### config.mk
export PLATFORM = sky130hd
export DESIGN_NAME = aes_out_collector
export DESIGN_NICKNAME = d
export VERILOG_FILES = /design/src/rtl/aes_out_collector.sv
export SDC_FILE = /design/constraint.sdc
export NUM_CORES = 1
export LEC_CHECK = 0
export ABC_AREA = 1
export CAP_MARGIN = 20
export CORE_MARGIN = 4
export CORE_UTILIZATION = 48
export CTS_BUF_LIST = sky130_fd_sc_hd__clkbuf_4
export CTS_CLUSTER_DIAMETER = 200
export DETAILED_ROUTE_END_ITERATION = 8
export PLACE_DENSITY = 0.7
export SYNTH_ARGS = -nofsm -noshare
export SYNTH_HDL_FRONTEND = slang
export SYNTH_SLANG_ARGS = --single-unit
### constraint.sdc
create_clock -name clk -period 3.5 [get_ports clk]
set_input_delay 0.7 -clock clk [delete_from_list [all_inputs] [get_ports clk]]
set_output_delay 0.7 -clock clk [all_outputs]
set_load 0.05 [all_outputs]
### src/rtl/aes_out_collector.sv
// -----------------------------------------------------------------------------
// aes_out_collector
//
// Sits downstream of the unrolled, pipelined MODIFIED_AES128_V1 core. A valid
// delay line, matched to the core latency, marks which pipeline slots carry
// real blocks. Finished 128-bit ciphertexts are captured into a small circular
// FIFO and sent out as four 32-bit words on a valid/ready stream, most
// significant word first. The upstream feeder is given credit-based
// issue_ready, so a block only enters the core when a FIFO slot is guaranteed
// for it on exit.
//
// Ports:
//   clk           rising-edge clock shared with the core
//   rst_n         asynchronous active-low reset
//   issue_valid   upstream presents a block to the core this cycle
//   issue_ready   space is guaranteed for a block launched this cycle
//   core_out_data core OUT_DATA, free running
//   m_data        serialised ciphertext word
//   m_valid       m_data valid
//   m_ready       sink accepts m_data
//   m_last        current word is the final (4th) word of a block
//   occupancy     FIFO entries plus blocks still in flight in the core
//   err_overflow  sticky, set when a capture arrives while the FIFO is full
// -----------------------------------------------------------------------------
module aes_out_collector #(
    parameter int PIPE_LAT = 11,
    parameter int DEPTH    = 4,
    parameter int CW       = $clog2(DEPTH + 1)
) (
    input  logic          clk,
    input  logic          rst_n,
    input  logic          issue_valid,
    output logic          issue_ready,
    input  logic [127:0]  core_out_data,
    output logic [31:0]   m_data,
    output logic          m_valid,
    input  logic          m_ready,
    output logic          m_last,
    output logic [CW-1:0] occupancy,
    output logic          err_overflow
);

    localparam int            PW       = (DEPTH > 1) ? $clog2(DEPTH) : 1;
    localparam logic [CW-1:0] DEPTH_C  = CW'(DEPTH);
    localparam logic [CW-1:0] CNT_ONE  = CW'(1);
    localparam logic [CW-1:0] CNT_ZERO = {CW{1'b0}};
    localparam logic [PW-1:0] PTR_LAST = PW'(DEPTH - 1);
    localparam logic [PW-1:0] PTR_ONE  = PW'(1);
    localparam logic [PW-1:0] PTR_ZERO = {PW{1'b0}};

    // Pointer increment that wraps at DEPTH-1, so DEPTH need not be a power of two.
    function automatic logic [PW-1:0] ptr_inc(input logic [PW-1:0] p);
        logic [PW-1:0] r;
        if (p == PTR_LAST) begin
            r = PTR_ZERO;
        end else begin
            r = p + PTR_ONE;
        end
        return r;
    endfunction

    // Word 0 is the most significant 32 bits of the block.
    function automatic logic [31:0] word_sel(input logic [127:0] blk, input logic [1:0] idx);
        logic [31:0] w;
        case (idx)
            2'd0:    w = blk[127:96];
            2'd1:    w = blk[95:64];
            2'd2:    w = blk[63:32];
            default: w = blk[31:0];
        endcase
        return w;
    endfunction

    logic [PIPE_LAT-1:0] dly_r;
    logic [PIPE_LAT-1:0] dly_nxt_s;
    logic                tap_s;

    logic [127:0]        mem_r [DEPTH];
    logic [PW-1:0]       rd_ptr_r;
    logic [PW-1:0]       wr_ptr_r;
    logic [PW-1:0]       rd_ptr_nxt_s;
    logic [PW-1:0]       wr_ptr_nxt_s;
    logic [CW-1:0]       count_r;
    logic [CW-1:0]       count_nxt_s;
    logic [CW-1:0]       occ_r;
    logic [CW-1:0]       occ_nxt_s;
    logic [1:0]          idx_r;
    logic [1:0]          idx_nxt_s;

    logic                full_s;
    logic                wr_en_s;
    logic                ovf_s;
    logic                issue_fire_s;
    logic                word_fire_s;
    logic                pop_s;

    logic [127:0]        head_nxt_s;
    logic                valid_nxt_s;
    logic                last_nxt_s;
    logic [31:0]         data_nxt_s;

    logic                m_valid_r;
    logic                m_last_r;
    logic [31:0]         m_data_r;
    logic                err_r;

    assign tap_s        = dly_r[PIPE_LAT-1];
    assign issue_ready  = (occ_r < DEPTH_C);
    assign issue_fire_s = issue_valid & issue_ready;
    assign word_fire_s  = m_valid_r & m_ready;
    assign pop_s        = word_fire_s & m_last_r;
    assign full_s       = (count_r == DEPTH_C);

    assign m_valid      = m_valid_r;
    assign m_last       = m_last_r;
    assign m_data       = m_data_r;
    assign occupancy    = occ_r;
    assign err_overflow = err_r;

    // Next-state logic: delay line, credit counter, FIFO pointers and serialiser.
    always_comb begin
        dly_nxt_s    = {PIPE_LAT{1'b0}};
        dly_nxt_s[0] = issue_fire_s;
        for (int i = 1; i < PIPE_LAT; i++) begin
            dly_nxt_s[i] = dly_r[i-1];
        end

        // A pop frees the head on the same edge, so a full FIFO can still take a write then.
        wr_en_s = tap_s & (~full_s | pop_s);
        ovf_s   = tap_s & full_s & ~pop_s;

        if (pop_s) begin
            rd_ptr_nxt_s = ptr_inc(rd_ptr_r);
        end else begin
            rd_ptr_nxt_s = rd_ptr_r;
        end

        if (wr_en_s) begin
            wr_ptr_nxt_s = ptr_inc(wr_ptr_r);
        end else begin
            wr_ptr_nxt_s = wr_ptr_r;
        end

        case ({wr_en_s, pop_s})
            2'b10:   count_nxt_s = count_r + CNT_ONE;
            2'b01:   count_nxt_s = count_r - CNT_ONE;
            default: count_nxt_s = count_r;
        endcase

        // Saturating guards keep the credit count in 0..DEPTH even if the core misbehaves.
        case ({issue_fire_s, pop_s})
            2'b10: begin
                if (occ_r != DEPTH_C) begin
                    occ_nxt_s = occ_r + CNT_ONE;
                end else begin
                    occ_nxt_s = occ_r;
                end
            end
            2'b01: begin
                if (occ_r != CNT_ZERO) begin
                    occ_nxt_s = occ_r - CNT_ONE;
                end else begin
                    occ_nxt_s = occ_r;
                end
            end
            default: occ_nxt_s = occ_r;
        endcase

        if (pop_s) begin
            idx_nxt_s = 2'd0;
        end else if (word_fire_s) begin
            idx_nxt_s = idx_r + 2'd1;
        end else begin
            idx_nxt_s = idx_r;
        end

        // The next head is the incoming block when it lands exactly in the next read slot.
        if (wr_en_s && (wr_ptr_r == rd_ptr_nxt_s)) begin
            head_nxt_s = core_out_data;
        end else begin
            head_nxt_s = mem_r[rd_ptr_nxt_s];
        end

        valid_nxt_s = (count_nxt_s != CNT_ZERO);
        if (valid_nxt_s) begin
            data_nxt_s = word_sel(head_nxt_s, idx_nxt_s);
        end else begin
            data_nxt_s = 32'h0000_0000;
        end
        last_nxt_s = valid_nxt_s & (idx_nxt_s == 2'd3);
    end

    // Delay line, credit counter and sticky overflow flag.
    always_ff @(posedge clk or negedge rst_n) begin
        if (!rst_n) begin
            dly_r <= {PIPE_LAT{1'b0}};
            occ_r <= CNT_ZERO;
            err_r <= 1'b0;
        end else begin
            dly_r <= dly_nxt_s;
            occ_r <= occ_nxt_s;
            err_r <= err_r | ovf_s;
        end
    end

    // FIFO storage, pointers and entry count.
    always_ff @(posedge clk or negedge rst_n) begin
        if (!rst_n) begin
            for (int i = 0; i < DEPTH; i++) begin
                mem_r[i] <= 128'h0;
            end
            rd_ptr_r <= PTR_ZERO;
            wr_ptr_r <= PTR_ZERO;
            count_r  <= CNT_ZERO;
        end else begin
            if (wr_en_s) begin
                mem_r[wr_ptr_r] <= core_out_data;
            end
            rd_ptr_r <= rd_ptr_nxt_s;
            wr_ptr_r <= wr_ptr_nxt_s;
            count_r  <= count_nxt_s;
        end
    end

    // Registered stream outputs; they only move on a word_fire or when the FIFO fills from empty.
    always_ff @(posedge clk or negedge rst_n) begin
        if (!rst_n) begin
            idx_r     <= 2'd0;
            m_valid_r <= 1'b0;
            m_last_r  <= 1'b0;
            m_data_r  <= 32'h0000_0000;
        end else begin
            idx_r     <= idx_nxt_s;
            m_valid_r <= valid_nxt_s;
            m_last_r  <= last_nxt_s;
            m_data_r  <= data_nxt_s;
        end
    end

endmodule

==> impl_metrics.env, run 1 <==
export IMPL_die_h_um=250
export IMPL_worst_path_max_delay_cell="clkdlybuf4s50_1"
export IMPL_fin_area_mm2=0.0331
export IMPL_ys_seq_elements=570
export IMPL_grt_start_max_net_pins=151
export IMPL_tightestPinTransition_ns=0.798
export IMPL_power_leakage_nw=15.1
export IMPL_drt_iter0_drc=2272
export IMPL_drv_cap=0
export IMPL_slew_headroom_pct=46.8
export IMPL_num_io_pins=171
export IMPL_synth_edf_count=0
export IMPL_syn_nets=3591
export IMPL_period_needed_ns=3.08
export IMPL_syn_area_mm2=0.0282
export IMPL_hold_violations=0
export IMPL_timing_rr_start="m_last"
export IMPL_power_switching_fraction_pct=43.3
export IMPL_synth_top_flop_cell="dfrtp_1"
export IMPL_cts_htree_levels=4
export IMPL_cp_num_buf_inv=2
export IMPL_critPathArrivalTime_ns=2.38
export IMPL_synth_top_family_by_area="simple AND/OR/NAND/NOR gates"
export IMPL_fp_row_count=88
export IMPL_yosys_top_cells_area="dfrtp_1 (51%), nand2_1 (16%), o21a_1 (10%), nand3_1 (9.2%), buf_2 (3.1%)"
export IMPL_max_clock_path_buffers=3
export IMPL_cts_root_buf="clkbuf_4"
export IMPL_crit_fanout=4
export IMPL_viasPerCell=5.51
export IMPL_syn_to_final_growth_pct=17.2
export IMPL_coreArea_mm2=0.0579
export IMPL_synthCells=3449
export IMPL_synthAdderAreaFrac_pct=0.497
export IMPL_drc_errors=0
export IMPL_endpoint_kind="output pin"
export IMPL_wl_per_cell_um=19.0
export IMPL_maxSlewViolCount=0
export IMPL_fin_util_pct=57.1
export IMPL_status="finished clean"
export IMPL_setup_viol=0
export IMPL_clock_power_share_pct=18.1
export IMPL_layout_drive_gt1_share_pct=11.4
export IMPL_synth_compound_area_share_pct=12.7
export IMPL_cts_tree="yes"
export IMPL_n_fill_cell=5410
export IMPL_setup_tns_final_ns=0
export IMPL_dr_pass1_iters=5
export IMPL_ir_worst_vdd_v=0.000759
export IMPL_clk_pin_slew_worst_paths_ns=0.07
export IMPL_synthSimpleGateAreaFrac_pct=26.9
export IMPL_yosysMostFrequentCell="nand2_1"
export IMPL_fmax_mhz=324
export IMPL_r2r_end="m_data[23]"
export IMPL_die_x_um=250
export IMPL_synth_xor_xnor_area_share_pct=0.124
export IMPL_crit_path_cell_trace="inv_1, clkdlybuf4s50_1"
export IMPL_stdcell_count=4497
export IMPL_antenna_found_initial=3
export IMPL_cts_sink_count=570
export IMPL_clock_skew_ns=0.0584
export IMPL_p_per_area_mw_per_mm2=1080
export IMPL_die_area_mm2=0.0627
export IMPL_async_reset_ff_share_pct=100
export IMPL_power_internal_mw=20.2
export IMPL_required_ns=2.80
export IMPL_hold_slack_ns=0.204
export IMPL_place_area_mm2=0.0309
export IMPL_critPathTopFamily="buffers and inverters"
export IMPL_cp_start_kind="register"
export IMPL_r2r_slack_ns=0.75
export IMPL_finalWeightedCongestion=0.904
export IMPL_gr_total_overflow=0
export IMPL_critPathKind="reg -> out"
export IMPL_synth_top_area_share_pct=50.5
export IMPL_max_stage_delay_ns=0.83
export IMPL_totalWireLength_um=85400
export IMPL_initial_core_util_pct=48.7
export IMPL_p_switching_mw=15.4
export IMPL_rsz0062_at_grt="no"
export IMPL_ys_warn_count=0
export IMPL_cts_buffers=157
export IMPL_dp_cells=4207
export IMPL_ys_seq_area_share_pct=50.5
export IMPL_ant_nets=0
export IMPL_seq_power_share_pct=32.5
export IMPL_vias=24795
export IMPL_netlist_top_cells_count="nand2_1 (1236), dfrtp_1 (570), nand3_1 (516)"
export IMPL_min_delay_path_class="in -> async"
export IMPL_dp_hpwl_um=54600
export IMPL_synthMuxAreaShare_pct=2.55
export IMPL_grt_pass1_wl_um=136000
export IMPL_grtUsageTotal_pct=27.3
export IMPL_port_buffers=170
export IMPL_postSynthAreaPerCell_um2=8.18
export IMPL_final_nets=3744
export IMPL_synth_top_area_cell="dfrtp_1"
export IMPL_layout_worst_path_cycle_share_pct=88.1
export IMPL_first_global_vias=24185
export IMPL_pwr_share_comb_pct=49.4
export IMPL_r2r_cells=13
export IMPL_synth_distinct_cells=27
export IMPL_clkLatencyLatePin_ns=1.02
-- cells by family after synthesis --
family | Yosys count
DFF | 570
AOI/OAI and AO/OA | 526
muxes | 64
buffers and inverters | 439
and+or+nand+nor | 1836
adders and majority gates | 10
xor gates and xnor gates | 4
-- registers in the layout, indices dropped and copies added (netlist names) --
| name | count |
|---|---|
| mem_r | 512 |
| m_last | 1 |
| occupancy | 3 |
| rd_ptr_r | 2 |
| wr_ptr_r | 2 |
| count_r | 3 |
| err_overflow | 1 |
| dly_r | 11 |
| m_data | 32 |
| idx_r | 2 |
| m_valid | 1 |
-- worst max-delay path by stage --
stage | endpoint | cells past startpoint | from | slack [ns]
2_1_floorplan | m_data[13] | 14 | m_ready | 0.56
6_report | issue_ready | 2 | occupancy[2] | 0.42
3_5_place_dp | m_data[23] | 14 | m_ready | 0.1
5_1_grt | issue_ready | 2 | occupancy[2] | 0.32
3_3_place_gp | m_data[3] | 15 | m_ready | 0.19
4_1_cts | m_last | 1 | m_last | 0.32
-- power groups by stage --
stage                     clock [mW]  combinational [mW]  sequential, mW
final                           6.44                17.6            11.6
after global routing            6.96                19.4            12.0
after CTS                       6.57                17.5            11.6
after detailed placement           0                17.5            11.7
after global placement             0                17.2            11.6
after floorplan                    0                11.4            11.9
-- timing repair --
action / in CTS / in global routing
resized for setup: 0 / 0
hold buffers: 1 / 0
endpoints found under the hold margin: 154 / 0
setup buffers: 0 / 0
-- per-stage QoR --
stage / setup WS [ns] / power [mW]
finish: 0.416 / 35.7
global route: 0.323 / 38.3
CTS: 0.318 / 35.7
detailed placement: 0.0957 / 29.2
global placement: 0.185 / 28.8
floorplan: 0.559 / 23.3
-- area by class of cell --
| type | instances | area, um2 | share of cell area [%] |
|---|---|---|---|
| timing repair buffer | 245 | 2850 | 8.61 |
| inverter | 188 | 706 | 2.13 |
| tap | 765 | 957 | 2.89 |
| multi-input combinational | 2440 | 12200 | 36.8 |
| sequential | 570 | 14300 | 43.1 |
| clock inverter | 28 | 224 | 0.677 |
| clock buffer | 255 | 1910 | 5.78 |
| antenna | 6 | 15.0 | 0.0454 |
-- layout by cell type, fill, tap and decap left out, types with 6 or more instances in the layout --
cell	instances
clkdlybuf4s50_1	169
o21ai_0	132
nand2_1	1234
buf_12	46
nor2_1	67
clkinv_1	15
diode_2	6
nor2_4	6
nand3_1	516
ha_1	8
inv_1	187
a21oi_1	6
mux2_2	64
dfrtp_1	570
clkbuf_4	255
o21a_1	384
buf_4	28
-- routing by layer --
layer | up-vias | wire [um] | global-route usage, %
met5 | - | 11 | 0
met4 | 2 | 3180 | 11.8
met3 | 166 | 6650 | 6.83
met2 | 970 | 39900 | 42.6
met1 | 12033 | 35700 | 36.4
li1 | 11624 | - | -
Power figures use the tool's default switching activity.
==> inputs of run 2 (changes only) <==
--- a/config.mk
+++ b/config.mk
@@ -12,6 +12,7 @@
 export CTS_BUF_LIST = sky130_fd_sc_hd__clkbuf_4
 export CTS_CLUSTER_DIAMETER = 200
 export DETAILED_ROUTE_END_ITERATION = 8
+export MAX_ROUTING_LAYER = met4
 export PLACE_DENSITY = 0.7
 export SYNTH_ARGS = -nofsm -noshare
 export SYNTH_HDL_FRONTEND = slang
==> run 2 against run 1 <==
Compared with the run above:
- clock power is essentially flat
- cell count is essentially flat
- total power is essentially flat
- clock skew is essentially flat
- highest routed layer is now met4
==> impl_metrics.env, run 2 (synthesis gave the netlist of run 1 again) <==
export IMPL_die_h_um=250
export IMPL_n_fill_cell=5406
export IMPL_vias=24880
export IMPL_first_global_vias=24167
export IMPL_critPathArrivalTime_ns=2.40
export IMPL_clk_pin_slew_worst_paths_ns=0.07
export IMPL_initial_core_util_pct=48.7
export IMPL_p_switching_mw=15.5
export IMPL_rsz0062_at_grt="no"
export IMPL_antenna_found_initial=2
export IMPL_finalWeightedCongestion=0.920
export IMPL_power_internal_mw=20.2
export IMPL_dr_pass1_iters=6
export IMPL_maxSlewViolCount=0
export IMPL_cts_sink_count=570
export IMPL_crit_fanout=4
export IMPL_setup_viol=0
export IMPL_cts_tree="yes"
export IMPL_drc_errors=0
export IMPL_pwr_share_comb_pct=49.4
export IMPL_grt_start_max_net_pins=151
export IMPL_layout_drive_gt1_share_pct=11.4
export IMPL_endpoint_kind="output pin"
export IMPL_critPathTopFamily="buffers and inverters"
export IMPL_setup_tns_final_ns=0
export IMPL_fmax_mhz=323
export IMPL_mostFrequentLayoutCell="nand2_1"
export IMPL_final_nets=3744
export IMPL_max_clock_path_buffers=3
export IMPL_syn_to_final_growth_pct=17.3
export IMPL_drt_iter0_drc=2205
export IMPL_tightestPinTransition_ns=0.753
export IMPL_worst_path_max_delay_cell="clkdlybuf4s50_1"
export IMPL_max_stage_delay_ns=0.83
export IMPL_required_ns=2.80
export IMPL_grtUsageTotal_pct=28.1
export IMPL_post_cts_buffers=0
export IMPL_fin_util_pct=57.1
export IMPL_ir_worst_vdd_v=0.000759
export IMPL_seq_power_share_pct=32.5
export IMPL_power_leakage_nw=15.1
export IMPL_cts_htree_levels=4
export IMPL_critPathKind="reg -> out"
export IMPL_gr_total_overflow=0
export IMPL_die_area_mm2=0.0627
export IMPL_wl_per_cell_um=19.0
export IMPL_grt_pass1_wl_um=136000
export IMPL_period_needed_ns=3.10
export IMPL_min_delay_path_class="in -> async"
export IMPL_cts_buffers=157
export IMPL_clock_power_share_pct=18.1
export IMPL_clkLatencyLatePin_ns=1.04
export IMPL_drv_cap=0
export IMPL_fp_row_count=88
export IMPL_cp_num_buf_inv=2
export IMPL_totalWireLength_um=85400
export IMPL_num_io_pins=171
export IMPL_coreArea_mm2=0.0579
export IMPL_power_switching_fraction_pct=43.3
export IMPL_hold_violations=0
export IMPL_cp_start_kind="register"
export IMPL_slew_headroom_pct=49.8
export IMPL_final_cell_mix="nand2_1 (1234), dfrtp_1 (570), nand3_1 (516)"
export IMPL_status="finished clean"
export IMPL_die_x_um=250
export IMPL_clock_skew_ns=0.0584
export IMPL_p_per_area_mw_per_mm2=1080
export IMPL_dp_hpwl_um=54600
export IMPL_port_buffers=170
export IMPL_crit_path_cell_trace="inv_1, clkdlybuf4s50_1"
export IMPL_largest_register_ffs=512
export IMPL_layout_worst_path_cycle_share_pct=88.5
export IMPL_ant_nets=0
export IMPL_viasPerCell=5.53
export IMPL_largest_register="mem_r"
export IMPL_cts_root_buf="clkbuf_4"
-- run 2: repair_timing --
action                                  in CTS  in global routing
endpoints found under the setup margin       0                  0
hold endpoints to repair                   154                  0
hold buffers                                 1                  0
resized for setup                            0                  0
-- run 2: layout make-up --
type	instances	area, um2	share of cell area, %
Multi-Input combinational cell	2440	12200	36.8
Clock buffer	255	1910	5.78
Tap cell	765	957	2.89
Timing Repair Buffer	245	2850	8.60
Inverter	188	706	2.13
Sequential cell	570	14300	43.1
Antenna cell	7	17.5	0.0529
Clock inverter	28	224	0.677
-- run 2: power groups by stage --
stage / clock, mW / sequential (mW) / combinational (mW)
2_1_floorplan: 0 / 11.9 / 11.4
3_3_place_gp: 0 / 11.6 / 17.2
3_5_place_dp: 0 / 11.7 / 17.5
4_1_cts: 6.57 / 11.6 / 17.5
5_1_grt: 6.97 / 12.0 / 19.4
6_report: 6.45 / 11.6 / 17.6
-- run 2: worst paths after layout --
| kind | from | to | slack [ns] | cells after the start |
|---|---|---|---|---|
| worst max register to register | m_last | m_data[23] | 0.74 | 13 |
| max in group asynchronous | rst_n | mem_r[205] | 2.36 | 3 |
| worst min-delay path | rst_n | mem_r[245] | 0.19 | 2 |
| min in group clk | dly_r[6] | dly_r[7] | 0.35 | 0 |
| worst min register to register | dly_r[6] | dly_r[7] | 0.35 | 0 |
| worst max-delay path | occupancy[2] | issue_ready | 0.40 | 2 |
-- run 2: routing by layer --
metal	global-route usage (%)	routed length, um	vias to the layer above
met5	-	0	-
met4	11.8	2970	0
met3	6.36	6500	175
met2	42.9	40100	900
met1	36.4	35800	12156
li1	-	-	11649
-- run 2: through the flow --
step | instance area, um2 | cells | setup slack [ns] | hold WS [ns] | total power [mW]
6_report | 33100 | 4498 | 0.402 | 0.189 | 35.7
5_1_grt | 33100 | 4498 | 0.299 | 0.174 | 38.3
4_1_cts | 33100 | 4491 | 0.318 | 0.130 | 35.7
3_5_place_dp | 30900 | 4207 | 0.0957 | 0.335 | 29.2
3_3_place_gp | 30900 | 4207 | 0.185 | 0.332 | 28.8
2_1_floorplan | 28200 | 3449 | 0.559 | 0.331 | 23.3
==> inputs of run 3 (changes only) <==
--- a/config.mk
+++ b/config.mk
@@ -7,11 +7,12 @@
 export LEC_CHECK = 0
 export ABC_AREA = 1
 export CAP_MARGIN = 20
-export CORE_MARGIN = 4
+export CORE_MARGIN = 10
 export CORE_UTILIZATION = 48
 export CTS_BUF_LIST = sky130_fd_sc_hd__clkbuf_4
 export CTS_CLUSTER_DIAMETER = 200
 export DETAILED_ROUTE_END_ITERATION = 8
+export GPL_TIMING_DRIVEN = 1
 export MAX_ROUTING_LAYER = met4
 export PLACE_DENSITY = 0.7
 export SYNTH_ARGS = -nofsm -noshare
==> run 3 against run 2 <==
Compared with the run above:
- global-route usage shrank 2.5 points
- critical path depth is the same
- total power shrank 0.89%
- core utilization shrank 0.24 points
- die area grew 9.8%
- clock skew grew 0.0022 ns
- sequential cell count is the same
- clock power shrank 9.8%
- sequential power is essentially flat
- first-iteration DRC count grew 1.4%
- register-to-register slack gained 0.02 ns
- setup slack gained 0.019 ns
- critical path type unchanged
- largest power group unchanged
==> impl_metrics.env, run 3 (synthesis gave the netlist of run 1 again) <==
export IMPL_crit_path_cell_trace="inv_1, clkdlybuf4s50_1"
export IMPL_fmax_mhz=325
export IMPL_layout_drive_gt1_share_pct=11.4
export IMPL_place_area_mm2=0.0311
export IMPL_cts_htree_levels=4
export IMPL_critPathKind="reg -> out"
export IMPL_slew_headroom_pct=44.4
export IMPL_dpl_worst_slack_ns=0.00420
export IMPL_r2r_cells=12
export IMPL_max_stage_delay_ns=0.83
export IMPL_wl_per_cell_um=19.1
export IMPL_final_cell_mix="nand2_1 (1234), dfrtp_1 (570), nand3_1 (516)"
export IMPL_setup_tns_final_ns=0
export IMPL_power_leakage_nw=15.0
export IMPL_clk_pin_slew_worst_paths_ns=0.07
export IMPL_drt_iter0_drc=2236
export IMPL_totalWireLength_um=86000
export IMPL_die_h_um=262
export IMPL_post_cts_buffers=0
export IMPL_rsz0062_at_grt="no"
export IMPL_fin_area_mm2=0.0330
export IMPL_max_clock_path_buffers=3
export IMPL_worst_path_max_delay_cell="clkdlybuf4s50_1"
export IMPL_largest_register="mem_r"
export IMPL_timing_rr_start="rd_ptr_r[1]"
export IMPL_grt_pass1_wl_um=138000
export IMPL_status="finished clean"
export IMPL_min_delay_path_class="in -> async"
export IMPL_required_ns=2.80
export IMPL_ant_nets=0
export IMPL_initial_core_util_pct=48.7
export IMPL_num_io_pins=171
export IMPL_mostFrequentLayoutCell="nand2_1"
export IMPL_die_x_um=262
export IMPL_hold_violations=0
export IMPL_dp_cells=4238
export IMPL_ir_worst_vdd_v=0.000726
export IMPL_cts_tree="yes"
export IMPL_grtUsageTotal_pct=25.6
export IMPL_drv_cap=0
export IMPL_syn_to_final_growth_pct=16.8
export IMPL_first_global_vias=24044
export IMPL_grt_start_max_net_pins=163
export IMPL_crit_fanout=4
export IMPL_critPathArrivalTime_ns=2.38
export IMPL_startpoint="occupancy[2]"
export IMPL_clkLatencyLatePin_ns=1.05
export IMPL_clock_skew_ns=0.0606
export IMPL_gr_total_overflow=0
export IMPL_largest_register_ffs=512
export IMPL_cts_buffers=154
export IMPL_vias=24697
export IMPL_final_nets=3772
export IMPL_cts_root_buf="clkbuf_4"
export IMPL_p_per_area_mw_per_mm2=1070
export IMPL_finalWorstSetupSlack_ns=0.421
export IMPL_layout_worst_path_cycle_share_pct=88.0
export IMPL_period_needed_ns=3.08
export IMPL_coreArea_mm2=0.0579
export IMPL_finalWeightedCongestion=0.933
export IMPL_post_cts_resized=0
export IMPL_dr_pass1_iters=6
export IMPL_maxSlewViolCount=0
export IMPL_viasPerCell=5.49
export IMPL_fp_row_count=88
export IMPL_die_area_mm2=0.0689
export IMPL_setup_viol=0
export IMPL_fin_util_pct=56.9
export IMPL_stdcell_count=4495
export IMPL_cp_start_kind="register"
export IMPL_cts_sink_count=570
export IMPL_endpoint_kind="output pin"
export IMPL_port_buffers=170
export IMPL_dp_hpwl_um=57000
export IMPL_antenna_found_initial=4
export IMPL_tightestPinTransition_ns=0.835
export IMPL_drc_errors=0
run 3: cell count changes in the layout (fill, tap and decap cells not counted), sizes merged:
cell,delta
buf,+31
bufinv,-2
clkbuf,-31
clkinv,-1
clkinvlp,+1
diode,-1
run 3: repair_timing:
item / 4_1_cts / 5_1_grt
hold buffers: 1 / 0
setup endpoints to repair: 0 / 0
endpoints found under the hold margin: 70 / 0
run 3: report_power, final:
group / leakage [nW] / internal, mW / switching [mW] / total [mW]
Clock: 1.11 / 3.05 / 2.78 / 5.82
Sequential: 6.53 / 9.93 / 1.70 / 11.6
Combinational: 7.37 / 6.90 / 11.0 / 17.9
run 3: layout make-up:
class / count / area, um2
Inverter: 188 / 706
Timing Repair Buffer: 276 / 2990
Antenna cell: 6 / 15.0
Clock inverter: 26 / 173
Sequential cell: 570 / 14300
Tap cell: 765 / 957
Multi-Input combinational cell: 2440 / 12200
Clock buffer: 224 / 1680
Fill cell: 5338 / 25000
run 3: final timing paths:
path                               end  slack (ns)
setup / recovery           issue_ready        0.42
max in group asynchronous   mem_r[207]        2.28
setup reg to reg             m_data[2]        0.76
hold reg to reg               dly_r[3]        0.35
min in group clk              dly_r[0]        0.29
hold / removal              mem_r[361]        0.27
run 3: per-stage QoR:
stage	hold slack [ns]	total power [mW]
4_1_cts	0.206	35.4
2_1_floorplan	0.331	23.3
6_report	0.273	35.4
3_5_place_dp	0.335	29.5
3_3_place_gp	0.335	29.1
5_1_grt	0.268	38.1
run 3: worst max-delay path: cells and delay by family, from the launching register on:
kind	cells	cell delay, ns
buf+inv	2	0.96
flops	1	0.40
run 3: per-layer routing:
metal,vias up,wire (um),part of all wire (%),GRT usage (%)
met5,-,0,0,-
li1,11642,-,-,-
met2,1000,39800,46,38.6
met4,0,2840,3.3,10.7
met1,11897,36500,42,32.8
met3,158,6970,8.1,6.09
